==> config.mk <==
export PLATFORM = sky130hd
export DESIGN_NAME = ac2_plane_acc
export DESIGN_NICKNAME = d
export VERILOG_FILES = /design/src/rtl/smac_pkg.sv /design/src/rtl/ac2_plane_sum.sv /design/src/rtl/ac2_plane_acc.sv
export SDC_FILE = /design/constraint.sdc
export NUM_CORES = 1
export LEC_CHECK = 0
export BUFFER_PORTS_ARGS = -buffer_cell sky130_fd_sc_hd__buf_2
export CAP_MARGIN = 40
export CORE_MARGIN = 5
export CORE_UTILIZATION = 53
export DETAILED_ROUTE_END_ITERATION = 12
export GPL_TIMING_DRIVEN = 0
export PLACE_DENSITY = 0.77
export SLEW_MARGIN = 5
export SYNTH_ARGS = -nofsm -noshare
export SYNTH_HDL_FRONTEND = slang
export SYNTH_SLANG_ARGS = --single-unit
==> constraint.sdc <==
create_clock -name clk -period 3.92 [get_ports clk]
set_clock_uncertainty 0.15 [all_clocks]
set_input_delay 0.784 -clock clk [delete_from_list [all_inputs] [get_ports clk]]
set_output_delay 0.784 -clock clk [all_outputs]
set_load 0.03 [all_outputs]
==> src/rtl/smac_pkg.sv <==
// Shared types and sizing helpers for the bit-serial weight-plane accumulator.
// Optional feature macro: SMAC_SIGNED_WEIGHT_EN (two's complement weights).
package smac_pkg;

  typedef enum logic [1:0] {
    IDLE  = 2'd0,
    CLEAR = 2'd1,
    ACCUM = 2'd2
  } acc_state_t;

  // Width of the signed running value driven to the AC2 shift register.
  function automatic int acc_w(input int m, input int pa);
    return $clog2(m) + pa + 1;
  endfunction

endpackage

==> src/rtl/ac2_plane_sum.sv <==
// Combinational masked lane adder: sums every activation whose weight bit is set.
// Result is zero-extended to $clog2(M)+PA bits, wide enough for M full-scale lanes.
module ac2_plane_sum
  import smac_pkg::*;
#(
  parameter int M  = 16,
  parameter int PA = 8,
  parameter int SW = acc_w(M, PA) - 1
) (
  input  logic [M*PA-1:0] act_in,
  input  logic [M-1:0]    wbit_in,
  output logic [SW-1:0]   sum
);

  // Masked sum of all lanes for the current weight bit-plane.
  always_comb begin
    sum = '0;
    for (int i = 0; i < M; i++) begin
      if (wbit_in[i]) begin
        sum = sum + SW'(act_in[i*PA +: PA]);
      end
    end
  end

endmodule

==> src/rtl/ac2_plane_acc.sv <==
// Bit-serial weight-plane accumulator feeding the AC2 shift register.
// Each accepted plane k produces r_k = s_k + (r_{k-1} >>> 1), LSB plane first.
// Optional feature macro: SMAC_SIGNED_WEIGHT_EN -- the last plane (weight sign
// bit) is subtracted instead of added.
//
// Handshake: a plane is transferred on a rising clk edge where
// plane_valid & plane_ready are both high; plane_valid may be dropped at any
// time (gaps), plane_ready is high for the whole ACCUM state and low otherwise.
module ac2_plane_acc
  import smac_pkg::*;
#(
  parameter int M  = 16,
  parameter int PA = 8,
  parameter int PW = 8
) (
  input  logic                       clk,
  input  logic                       rst,
  input  logic                       start,
  input  logic                       plane_valid,
  output logic                       plane_ready,
  input  logic [M*PA-1:0]            act_in,
  input  logic [M-1:0]               wbit_in,
  output logic signed [acc_w(M,PA)-1:0] ac2_out,
  output logic                       w_and_s,
  output logic                       cl_en,
  output logic                       busy,
  output logic                       done
);

  localparam int AW = acc_w(M, PA);
  localparam int SW = AW - 1;
  localparam int KW = (PW > 1) ? $clog2(PW) : 1;

  localparam logic [1:0] ST_IDLE  = IDLE;
  localparam logic [1:0] ST_CLEAR = CLEAR;
  localparam logic [1:0] ST_ACCUM = ACCUM;

  logic [1:0]           state;
  logic [KW-1:0]        k;
  // Running value kept one bit wider than the port: intermediate sums of
  // positive planes approach 2*s_max, which only fits AW bits unsigned. The
  // downstream concatenation uses the dropped LSBs and the final value, both
  // of which are exact in the low AW bits.
  logic signed [AW:0]   acc;
  logic signed [AW:0]   acc_half;
  logic signed [AW:0]   s_ext;
  logic signed [AW:0]   acc_next;
  logic [SW-1:0]        s_k;
  logic                 accept;
  logic                 last_plane;

  ac2_plane_sum #(
    .M  (M),
    .PA (PA),
    .SW (SW)
  ) u_sum (
    .act_in  (act_in),
    .wbit_in (wbit_in),
    .sum     (s_k)
  );

  assign plane_ready = (state == ST_ACCUM);
  assign cl_en       = (state == ST_CLEAR);
  assign busy        = (state != ST_IDLE);
  assign accept      = plane_valid & plane_ready;
  assign last_plane  = (k == KW'(PW - 1));
  assign ac2_out     = acc[AW-1:0];

  // Next running value: halve the previous result (zero for plane 0) and add
  // or, for the sign plane of signed weights, subtract the masked lane sum.
  always_comb begin
    s_ext    = $signed({2'b00, s_k});
    acc_half = '0;
    if (k != '0) begin
      acc_half = acc >>> 1;
    end
`ifdef SMAC_SIGNED_WEIGHT_EN
    if (last_plane) begin
      acc_next = acc_half - s_ext;
    end else begin
      acc_next = acc_half + s_ext;
    end
`else
    acc_next = acc_half + s_ext;
`endif
  end

  // Control FSM, plane counter, running register and strobes.
  always_ff @(posedge clk or posedge rst) begin
    if (rst) begin
      state   <= ST_IDLE;
      k       <= '0;
      acc     <= '0;
      w_and_s <= 1'b0;
      done    <= 1'b0;
    end else begin
      w_and_s <= accept;
      done    <= accept & last_plane;
      case (state)
        ST_IDLE: begin
          if (start) begin
            state <= ST_CLEAR;
          end
        end
        ST_CLEAR: begin
          k     <= '0;
          state <= ST_ACCUM;
        end
        ST_ACCUM: begin
          if (accept) begin
            acc <= acc_next;
            if (last_plane) begin
              k     <= '0;
              state <= ST_IDLE;
            end else begin
              k <= k + KW'(1);
            end
          end
        end
        default: begin
          state <= ST_IDLE;
        end
      endcase
    end
  end

endmodule
==> qor.yml, run 1 <==
status:
  status: "finished, violations left"
  failing_checks: "setup timing"
timing:
  max_slew_headroom_at_the_worst_pin_pct: 48.1
  finalCriticalPeriod_ps: 15400
  setup_repair_after_global_routing_missed_its_margin: "true"
  worst_slew_pin_slew_ps: 772
  final_hold_violation_count: 0
  setup_ws_ps: -11480
  timing_max_transition_violations_final: 0
  fmax_mhz: 65.0
  finalSetupViolations: 14
  setup_total_negative_slack_ps: -140420
  finalCritPeriodShare_pct: 393
  timing.hold.ws_ps: 347
critical_path:
  path_delay_family: "compound AO/OA/AOI/OAI gates"
  max_stage_delay_ps: 570
  worst-endpoint-required_ps: 3900
  worstSetupStartpointType: "input port"
  end_kind: "flip-flop"
  crit_path_top_delay_cell: "fa_2"
  crit_buf_inv: 5
  cp_class: "in -> reg"
  critPathArrivalTime_ps: 15370
  timing.critical_path.fanout_max: 5
  critPathMostFrequentCell: "ha_4"
yosys:
  number_of_flops_mapped_to_enable_cells_by_yosys: 0
  mappedNetlistNets: 1448
  synth-seq-cells: 21
  postSynth.topFlopCell: "dfrtp_1"
  synth_seq_area_share_pct: 5.98
  synth_cell_types: 78
  mappedNetlistArea_mm2: 0.00879
  syn_avg_cell_area_um2: 7.67
  synthesis.instances: 1146
  synth-async-reset-ratio_pct: 100
  yosysWarningCount: 0
grt:
  grt_usage_pct: 22.3
  grt_antenna_before_repair: 0
  vias_in_the_first_global_route: 8747
  grt_pass1_wl_um: 37900
  global_route.overflow_total: 0
  grt_start_max_net_pins: 22
finish:
  antennaDiodeCount: 0
  area.sequential_um2: 526
  syn_to_final_growth_pct: 38.3
  finalNetCount: 1700
  multiInputGateArea_mm2: 0.00909
  drive_gt1_share_pct: 38.0
  fillers: 1226
  post-route-util_pct: 74.0
flow_run:
  maxCapViolCount: 0
clock_network:
  tritoncts_clock_tree: "built"
  clk-insertion-delay-late_ps: 260
  clock_sinks: 21
  cts_made_buffers: 3
  clock_tree.buffer_depth: 2
  path_clk_slew_ps: 50
  clk_root_buf: "clkbuf_16"
  htreeDepth: 1
drt:
  drtAntennaViolNets: 0
  wire_length_reported_by_the_detailed_router_um: 24300
  wire_per_inst_um: 15.0
  detailedRoute.firstIterationViolations: 322
  post_drt_via_cell_ratio: 5.57
  post-route-drc-count: 0
  detail_route.first_pass.iterations: 5
  vias: 9002
placement:
  globalplace.congestion: 0.891
  hpwlAfterDp_um: 18600
  place_worst_setup_slack_ps: -12170
  port_buffers: 159
die:
  dieHeight_um: 139
  die_area_mm2: 0.0193
  placement_rows: 47
  core-area_mm2: 0.0164
  die_x_um: 139
  initial_core_util_pct: 53.5
  num_io_pins: 166
min_path:
  worst_hold_check_path_type: "reg -> reg"
[kinds of logic (layout without fill, tap and decap cells)]
logic type / count (synthesis) / in the layout / synth area share [%]
AOI/OAI and AO/OA: 358 / 358 / 25.8
and+or+nand+nor: 296 / 296 / 16.6
DFF: 21 / 21 / 5.98
adders and majority gates: 156 / 156 / 23.5
muxes: 69 / 69 / 9.09
xor gates and xnor gates: 107 / 107 / 11.4
buffers and inverters: 139 / 390 / 7.58
[placed cells by master (no fill, tap or decap), types with 13 or more instances in the layout]
cell | netlist | routed
o21bai_1 | 17 | 16
clkbuf_1 | 14 | 15
a21o_1 | 35 | 35
ha_1 | 138 | 78
nand2_1 | 95 | 88
o21ai_1 | 37 | 43
buf_2 | 4 | 161
nor2b_1 | 33 | 29
dfrtp_1 | 21 | 21
o21ai_0 | 64 | 41
nor2_1 | 63 | 55
o21ai_2 | 0 | 13
nand3_1 | 17 | 15
a21oi_2 | 0 | 30
and2_1 | 16 | 15
o21a_1 | 32 | 32
nand2b_1 | 17 | 16
mux2_4 | 14 | 21
mux2_2 | 28 | 21
buf_4 | 13 | 94
xnor2_1 | 75 | 68
a21oi_1 | 86 | 54
ha_4 | 0 | 60
xor2_1 | 27 | 26
inv_1 | 97 | 90
[state kept, by name, indices dropped and copies added, names as in the netlist]
name	cells
w_and_s	1
done	1
k	3
state	2
acc	14
[layout make-up]
cell class                      count  area share, %
Buffer                             38           2.18
Clock buffer                        4          0.649
Inverter                          101           3.30
Multi-Input combinational cell    986           74.9
Sequential cell                    21           4.33
Tap cell                          220           2.27
Timing Repair Buffer              247           12.4
[synthesized netlist by cell type (7+ instances only)]
library cell	count	share of area, %
nand2b_1	17	1.2
and2_1	16	1.1
a21oi_1	86	4.9
o21bai_1	17	1.5
a211oi_1	13	1.1
dfrtp_1	21	6.0
inv_1	97	4.1
or3_1	9	0.64
xor2_1	27	2.7
mux2_2	28	3.6
a21o_1	35	3.0
nand2_1	95	4.1
o21a_1	32	2.7
clkbuf_1	14	0.60
and3_1	7	0.50
o31ai_1	13	1.1
nand3_1	17	0.97
mux2_4	14	2.4
xnor2_1	75	7.5
o21ai_1	37	2.1
nor2b_1	33	2.3
fa_1	16	3.6
buf_4	13	1.1
o21ai_0	64	3.6
ha_1	138	20
mux2i_1	25	2.8
nor3_1	11	0.63
nor2_1	63	2.7
[routing by layer]
layer	global-route usage [%]	vias to the layer above	part of all wire [%]
met5	0	-	0
met4	3.71	0	2.0
met3	1.79	41	3.3
met2	43.0	206	52
met1	27.4	4172	43
li1	-	4583	-
[final timing paths]
path | from | to | slack, ps | depth (start not counted)
max in group asynchronous | rst | acc[4]$_DFFE_PP0P_ | 2620 | 2
min in group asynchronous | rst | w_and_s$_DFF_PP0_ | 510 | 2
hold reg to reg | acc[13]$_DFFE_PP0P_ | acc[13]$_DFFE_PP0P_ | 350 | 1
setup / recovery | wbit_in[0] | acc[12]$_DFFE_PP0P_ | -11480 | 85
setup reg to reg | k[0]$_DFFE_PP0P_ | acc[12]$_DFFE_PP0P_ | 260 | 20
hold / removal | acc[13]$_DFFE_PP0P_ | acc[13]$_DFFE_PP0P_ | 350 | 1
[stage by stage]
step / std cells / area (µm²)
after floorplan: 1146 / 9570
after CTS: 1571 / 11300
after global placement: 1525 / 10600
final: 1617 / 12100
after detailed placement: 1525 / 10600
after global routing: 1617 / 12100
[timing repair]
item,in CTS,in global routing
resized for setup,54,83
endpoints found under the setup margin,14,14
pin swaps,47,70
endpoints found under the hold margin,0,0
buffers inserted,42,46
hold buffers,0,0
Power of run 1 is not shown: default switching activity piles up to over one toggle a cycle in this logic, so the estimate is an artifact.
==> run 2, diff against run 1 <==
GPL_TIMING_DRIVEN = default   (was 0)
==> run 2 against run 1 <==
Compared with the run above:
- the flow still finishes with violations (setup timing)
- largest cell class unchanged
- routed wire length increased by 58%
- critical path type unchanged
- via count is 29% higher
- first-iteration DRC count rose by 140%
- setup slack got worse by 960 ps
==> qor.yml, run 2 (synthesis results as in run 1) <==
critical_path:
  worst-endpoint-required_ps: 3870  # -30 ps
  end_kind: "flip-flop"
  critPathArrivalTime_ps: 16310  # +940 ps
  cp_class: "in -> reg"
  max_stage_delay_ps: 540  # -30 ps
  timing.critical_path.fanout_max: 4  # -1
  worstSetupStartpointType: "input port"
  crit_path_top_delay_cell: "fa_2"
  path_delay_family: "adder cells"
  crit_buf_inv: 7  # +2
  critPathMostFrequentCell: "o21a_1"
clock_network:
  htreeDepth: 1  # unchanged
  cts_made_buffers: 3  # unchanged
  clk_root_buf: "clkbuf_16"
  clk-insertion-delay-late_ps: 260  # about the same
  tritoncts_clock_tree: "built"
  clock_sinks: 21  # unchanged
  hold_buffers: 0  # unchanged
  path_clk_slew_ps: 50  # about the same
  clock_tree.buffer_depth: 2  # unchanged
timing:
  setup_total_negative_slack_ps: -152190  # -11770 ps
  finalCritPeriodShare_pct: 417  # +25 points
  setup_repair_after_global_routing_missed_its_margin: "true"
  timing.hold.ws_ps: 350  # +2.49 ps
  finalSetupViolations: 14  # unchanged
  max_slew_headroom_at_the_worst_pin_pct: 40.1  # -8.0 points
  worst_slew_pin_slew_ps: 896  # +124 ps
  finalCriticalPeriod_ps: 16360  # +962 ps
  fmax_mhz: 61.1  # -5.9%
  timing_max_transition_violations_final: 0  # unchanged
  setup_ws_ps: -12440  # -962 ps
  final_hold_violation_count: 0  # unchanged
placement:
  detailed_place.area_mm2: 0.0129  # +21%
  hpwlAfterDp_um: 22800  # +23%
  post-place-cells: 1821  # +19%
  globalplace.congestion: 0.872  # -2.0%
  port_buffers: 165  # +3.8%
min_path:
  worst_hold_check_path_type: "reg -> reg"
finish:
  drive_gt1_share_pct: 50.0  # +12 points
  syn_to_final_growth_pct: 63.9
  area.sequential_um2: 526  # unchanged
  reg_top3: "acc (14), k (3), state (2)"
  layout_commonest_cell: "buf_4"
  fillers: 719  # -41%
  most-common-layout-cells: "407 x buf_4, 163 x buf_2, 90 x nand2_1, 90 x inv_1, 78 x ha_1"
  registers.top_by_ff_count: "acc"
  multiInputGateArea_mm2: 0.00914  # +0.52%
  largest_reg_flops: 14  # unchanged
  instances_no_fill: 1911  # +18%
  finalNetCount: 1993  # +17%
  final_design_area_no_fill_mm2: 0.0144  # +19%
drt:
  detail_route.first_pass.iterations: 5  # unchanged
  post-route-drc-count: 0  # unchanged
  wire_per_inst_um: 20.1  # +34%
  drtAntennaViolNets: 0  # unchanged
  wire_length_reported_by_the_detailed_router_um: 38300  # +58%
  vias: 11600  # +29%
  post_drt_via_cell_ratio: 6.09  # +9.3%
  detailedRoute.firstIterationViolations: 757  # +140%
flow_run:
  maxCapViolCount: 0  # unchanged
status:
  status: "finished, violations left"
  failing_checks: "setup timing"
grt:
  global_route.overflow_total: 0  # unchanged
  grt_start_max_net_pins: 30  # +36%
  grt_pass1_wl_um: 51600  # +36%
  vias_in_the_first_global_route: 11600  # +33%
  grt_usage_pct: 30.9  # +8.6 points
  grt_antenna_before_repair: 1  # +1
die:
  die_area_mm2: 0.0193  # unchanged
  placement_rows: 47  # unchanged
  initial_core_util_pct: 53.5  # unchanged
  dieHeight_um: 139  # unchanged
  core-area_mm2: 0.0164  # unchanged
  die_x_um: 139  # unchanged
  num_io_pins: 166  # unchanged
-- run 2: cell count changes in the layout (fill, tap and decap cells not counted), sizes merged --
| cell | change |
|---|---|
| buf | +309 |
| clkbuf | -15 |
| diode | +1 |
| dlygate4sd3 | -1 |
-- run 2: through the flow --
step | setup WS [ps] | util [%]
2_1_floorplan | -10580 | -
3_3_place_gp | -11120 | 78.4
3_5_place_dp | -11650 | 78.4
4_1_cts | -11050 | 84.3
5_1_grt | -12870 | 87.7
6_report | -12440 | 87.7
-- run 2: layer usage --
metal / track usage [%] / part of all wire [%] / vias to the layer above
li1: - / - / 5155
met1: 32.5 / 35 / 5454
met2: 60.9 / 51 / 715
met3: 2.69 / 5.6 / 305
met4: 15.6 / 8.5 / 0
met5: 0 / 0 / -
-- run 2: cell type report --
| cell class | count | share of cell area (%) |
|---|---|---|
| Multi-Input combinational cell | 986 | 63.5 |
| Timing Repair Buffer | 578 | 27.6 |
| Sequential cell | 21 | 3.65 |
| Inverter | 101 | 2.80 |
| Tap cell | 220 | 1.91 |
| Clock buffer | 4 | 0.548 |
| Antenna cell | 1 | 0.0174 |
-- run 2: what timing repair did --
action | in CTS | in global routing
resized for setup | 84 | 63
setup buffers | 58 | 27
setup endpoints to repair | 14 | 14
pin swaps | 47 | 66
-- run 2: path summary, 6_finish.rpt --
kind	from	cells past startpoint	endpoint	slack, ps
worst max-delay path	act_in[0]	79	acc[12]$_DFFE_PP0P_	-12440
worst min-delay path	acc[13]$_DFFE_PP0P_	1	acc[13]$_DFFE_PP0P_	350
worst max register to register	k[0]$_DFFE_PP0P_	19	acc[12]$_DFFE_PP0P_	430
worst min register to register	acc[13]$_DFFE_PP0P_	1	acc[13]$_DFFE_PP0P_	350
max in group asynchronous	rst	2	done$_DFF_PP0_	2600
min in group asynchronous	rst	2	acc[3]$_DFFE_PP0P_	520
Power of run 2 is left out for the same reason.
==> run 3, diff against run 2 <==
SETUP_SLACK_MARGIN = 0.4   (was default)
==> run 3 against run 2 <==
Compared with the run above:
- the run still ends with setup timing left
- worst hold slack got worse by 3.0 ps
- die area is the same
- routed wire length hardly changed
- critical path type unchanged
- core utilization is 0.32 points higher
- design area increased by 0.37%
- maximum frequency rose by 0.55%
- sequential cell count stayed put
==> qor.yml, run 3 (synthesis results as in run 1) <==
critical_path:
  crit_buf_inv: 6  # -1
  max_stage_delay_ps: 440  # -100 ps
  critical_path.reg2reg.endpoint: "acc[12]$_DFFE_PP0P_"
  critPathMostFrequentCell: "ha_4"
  worstSetupStartpointType: "input port"
  r2r_slack_ps: 530  # +100 ps
  r2r_start: "k[0]$_DFFE_PP0P_"
  crit_path_top_delay_cell: "fa_2"
  end_kind: "flip-flop"
  reg2reg_depth: 19  # unchanged
  timing.critical_path.fanout_max: 4  # unchanged
  worst-endpoint-required_ps: 3870  # about the same
  path_delay_family: "compound AO/OA/AOI/OAI gates"
  cp_class: "in -> reg"
  critPathArrivalTime_ps: 16220  # -90 ps
min_path:
  worst_hold_check_path_type: "reg -> reg"
  hold_crit_endpoint: "acc[13]$_DFFE_PP0P_"
  worst_hold_path.num_cells: 1  # unchanged
  worst_hold_start: "acc[13]$_DFFE_PP0P_"
drt:
  detail_route.first_pass.iterations: 5  # unchanged
  detailedRoute.firstIterationViolations: 1020  # +35%
  wire_per_inst_um: 20.0  # about the same
  top_layer_used: "met4"
  met1_wl_um: 13500  # +0.82%
  routed-wl-met2_um: 19300  # -1.1%
  vias: 11600  # -0.18%
  wire_length_reported_by_the_detailed_router_um: 38300  # about the same
  post_drt_via_cell_ratio: 6.07  # -0.23%
  drtAntennaViolNets: 0  # unchanged
  wl_met3_um: 2060  # -4.8%
  post-route-drc-count: 0  # unchanged
finish:
  final_design_area_no_fill_mm2: 0.0144  # +0.37%
  most-common-layout-cells: "408 x buf_4, 163 x buf_2, 90 x nand2_1, 90 x inv_1, 79 x ha_1"
  syn_to_final_growth_pct: 64.5
  registers.top_by_ff_count: "acc"
  reg_top3: "acc (14), k (3), state (2)"
  fillers: 703  # -2.2%
  instances_no_fill: 1912  # +0.052%
  layout_commonest_cell: "buf_4"
  drive_gt1_share_pct: 50.5  # +0.50 points
  finalNetCount: 1994  # +0.050%
  largest_reg_flops: 14  # unchanged
  post-route-util_pct: 88.1  # +0.32 points
die:
  dieHeight_um: 139  # unchanged
  core-area_mm2: 0.0164  # unchanged
  die_area_mm2: 0.0193  # unchanged
  num_io_pins: 166  # unchanged
  die_x_um: 139  # unchanged
  placement_rows: 47  # unchanged
  initial_core_util_pct: 53.5  # unchanged
clock_network:
  clock_tree.buffer_depth: 2  # unchanged
  htreeDepth: 1  # unchanged
  cts_made_buffers: 3  # unchanged
  clock_sinks: 21  # unchanged
  clk_root_buf: "clkbuf_16"
  clk-insertion-delay-late_ps: 260  # about the same
  tritoncts_clock_tree: "built"
  path_clk_slew_ps: 50  # about the same
timing:
  fmax_mhz: 61.5  # +0.55%
  finalCritPeriodShare_pct: 415  # -2.3 points
  setup_repair_after_global_routing_missed_its_margin: "true"
  setup_ws_ps: -12350  # +90.0 ps
  finalSetupViolations: 14  # unchanged
  final_hold_violation_count: 0  # unchanged
  max_slew_headroom_at_the_worst_pin_pct: 41.7  # +1.6 points
  worst_slew_pin_slew_ps: 872  # -23.8 ps
  finalCriticalPeriod_ps: 16270  # -90.0 ps
  setup_total_negative_slack_ps: -151310  # +875 ps
  timing_max_transition_violations_final: 0  # unchanged
placement:
  post-place-cells: 1821  # unchanged
  detailed_place.area_mm2: 0.0129  # unchanged
  globalplace.congestion: 0.872  # unchanged
  port_buffers: 165  # unchanged
  hpwlAfterDp_um: 22800  # unchanged
grt:
  grt_start_max_net_pins: 30  # unchanged
  grt_antenna_before_repair: 1  # unchanged
  vias_in_the_first_global_route: 11600  # +0.017%
  global_route.overflow_total: 0  # unchanged
  grt_pass1_wl_um: 51600  # about the same
  grt_usage_pct: 30.9  # about the same
status:
  failing_checks: "setup timing"
  status: "finished, violations left"
flow_run:
  maxCapViolCount: 0  # unchanged
[run 3: cell count changes in the layout (fill, tap and decap cells not counted), sizes merged]
cell | previous run | this run
buf | 578 | 579
[run 3: cell type report]
cell class	instances	area [µm²]	share of cell area [%]
Clock buffer	4	78.8	0.546
Antenna cell	1	2.50	0.0173
Timing Repair Buffer	579	3980	27.5
Inverter	101	403	2.79
Tap cell	220	275	1.91
Sequential cell	21	526	3.64
Multi-Input combinational cell	986	9190	63.6
[run 3: per-layer routing]
metal	up-vias	global-route usage, %
met2	690	60.9
met3	328	2.69
met5	-	0
met1	5434	32.4
met4	0	15.6
li1	5156	-
[run 3: how the worst max path moves through the flow]
stage | to | from | slack [ps] | cells after the start
final | acc[12]$_DFFE_PP0P_ | act_in[0] | -12350 | 86
after global routing | acc[12]$_DFFE_PP0P_ | act_in[0] | -12890 | 86
after CTS | acc[12]$_DFFE_PP0P_ | act_in[0] | -11050 | 83
after detailed placement | acc[12]$_DFFE_PP0P_ | wbit_in[0] | -11650 | 67
after global placement | acc[12]$_DFFE_PP0P_ | wbit_in[0] | -11120 | 84
after floorplan | acc[12]$_DFFE_PP0P_ | act_in[0] | -10580 | 86
[run 3: repair_timing]
action | in CTS | in global routing
hold buffers | 0 | 0
gates resized for setup | 84 | 76
setup endpoints to repair | 14 | 14
pin swaps | 47 | 73
buffers inserted | 58 | 28
[run 3: stage by stage]
stage | setup slack (ps) | hold WS (ps)
finish | -12350 | 347
global route | -12890 | 386
CTS | -11050 | 347
detailed placement | -11650 | 332
global placement | -11120 | 327
floorplan | -10580 | 307
Power of run 3 is left out for the same reason.
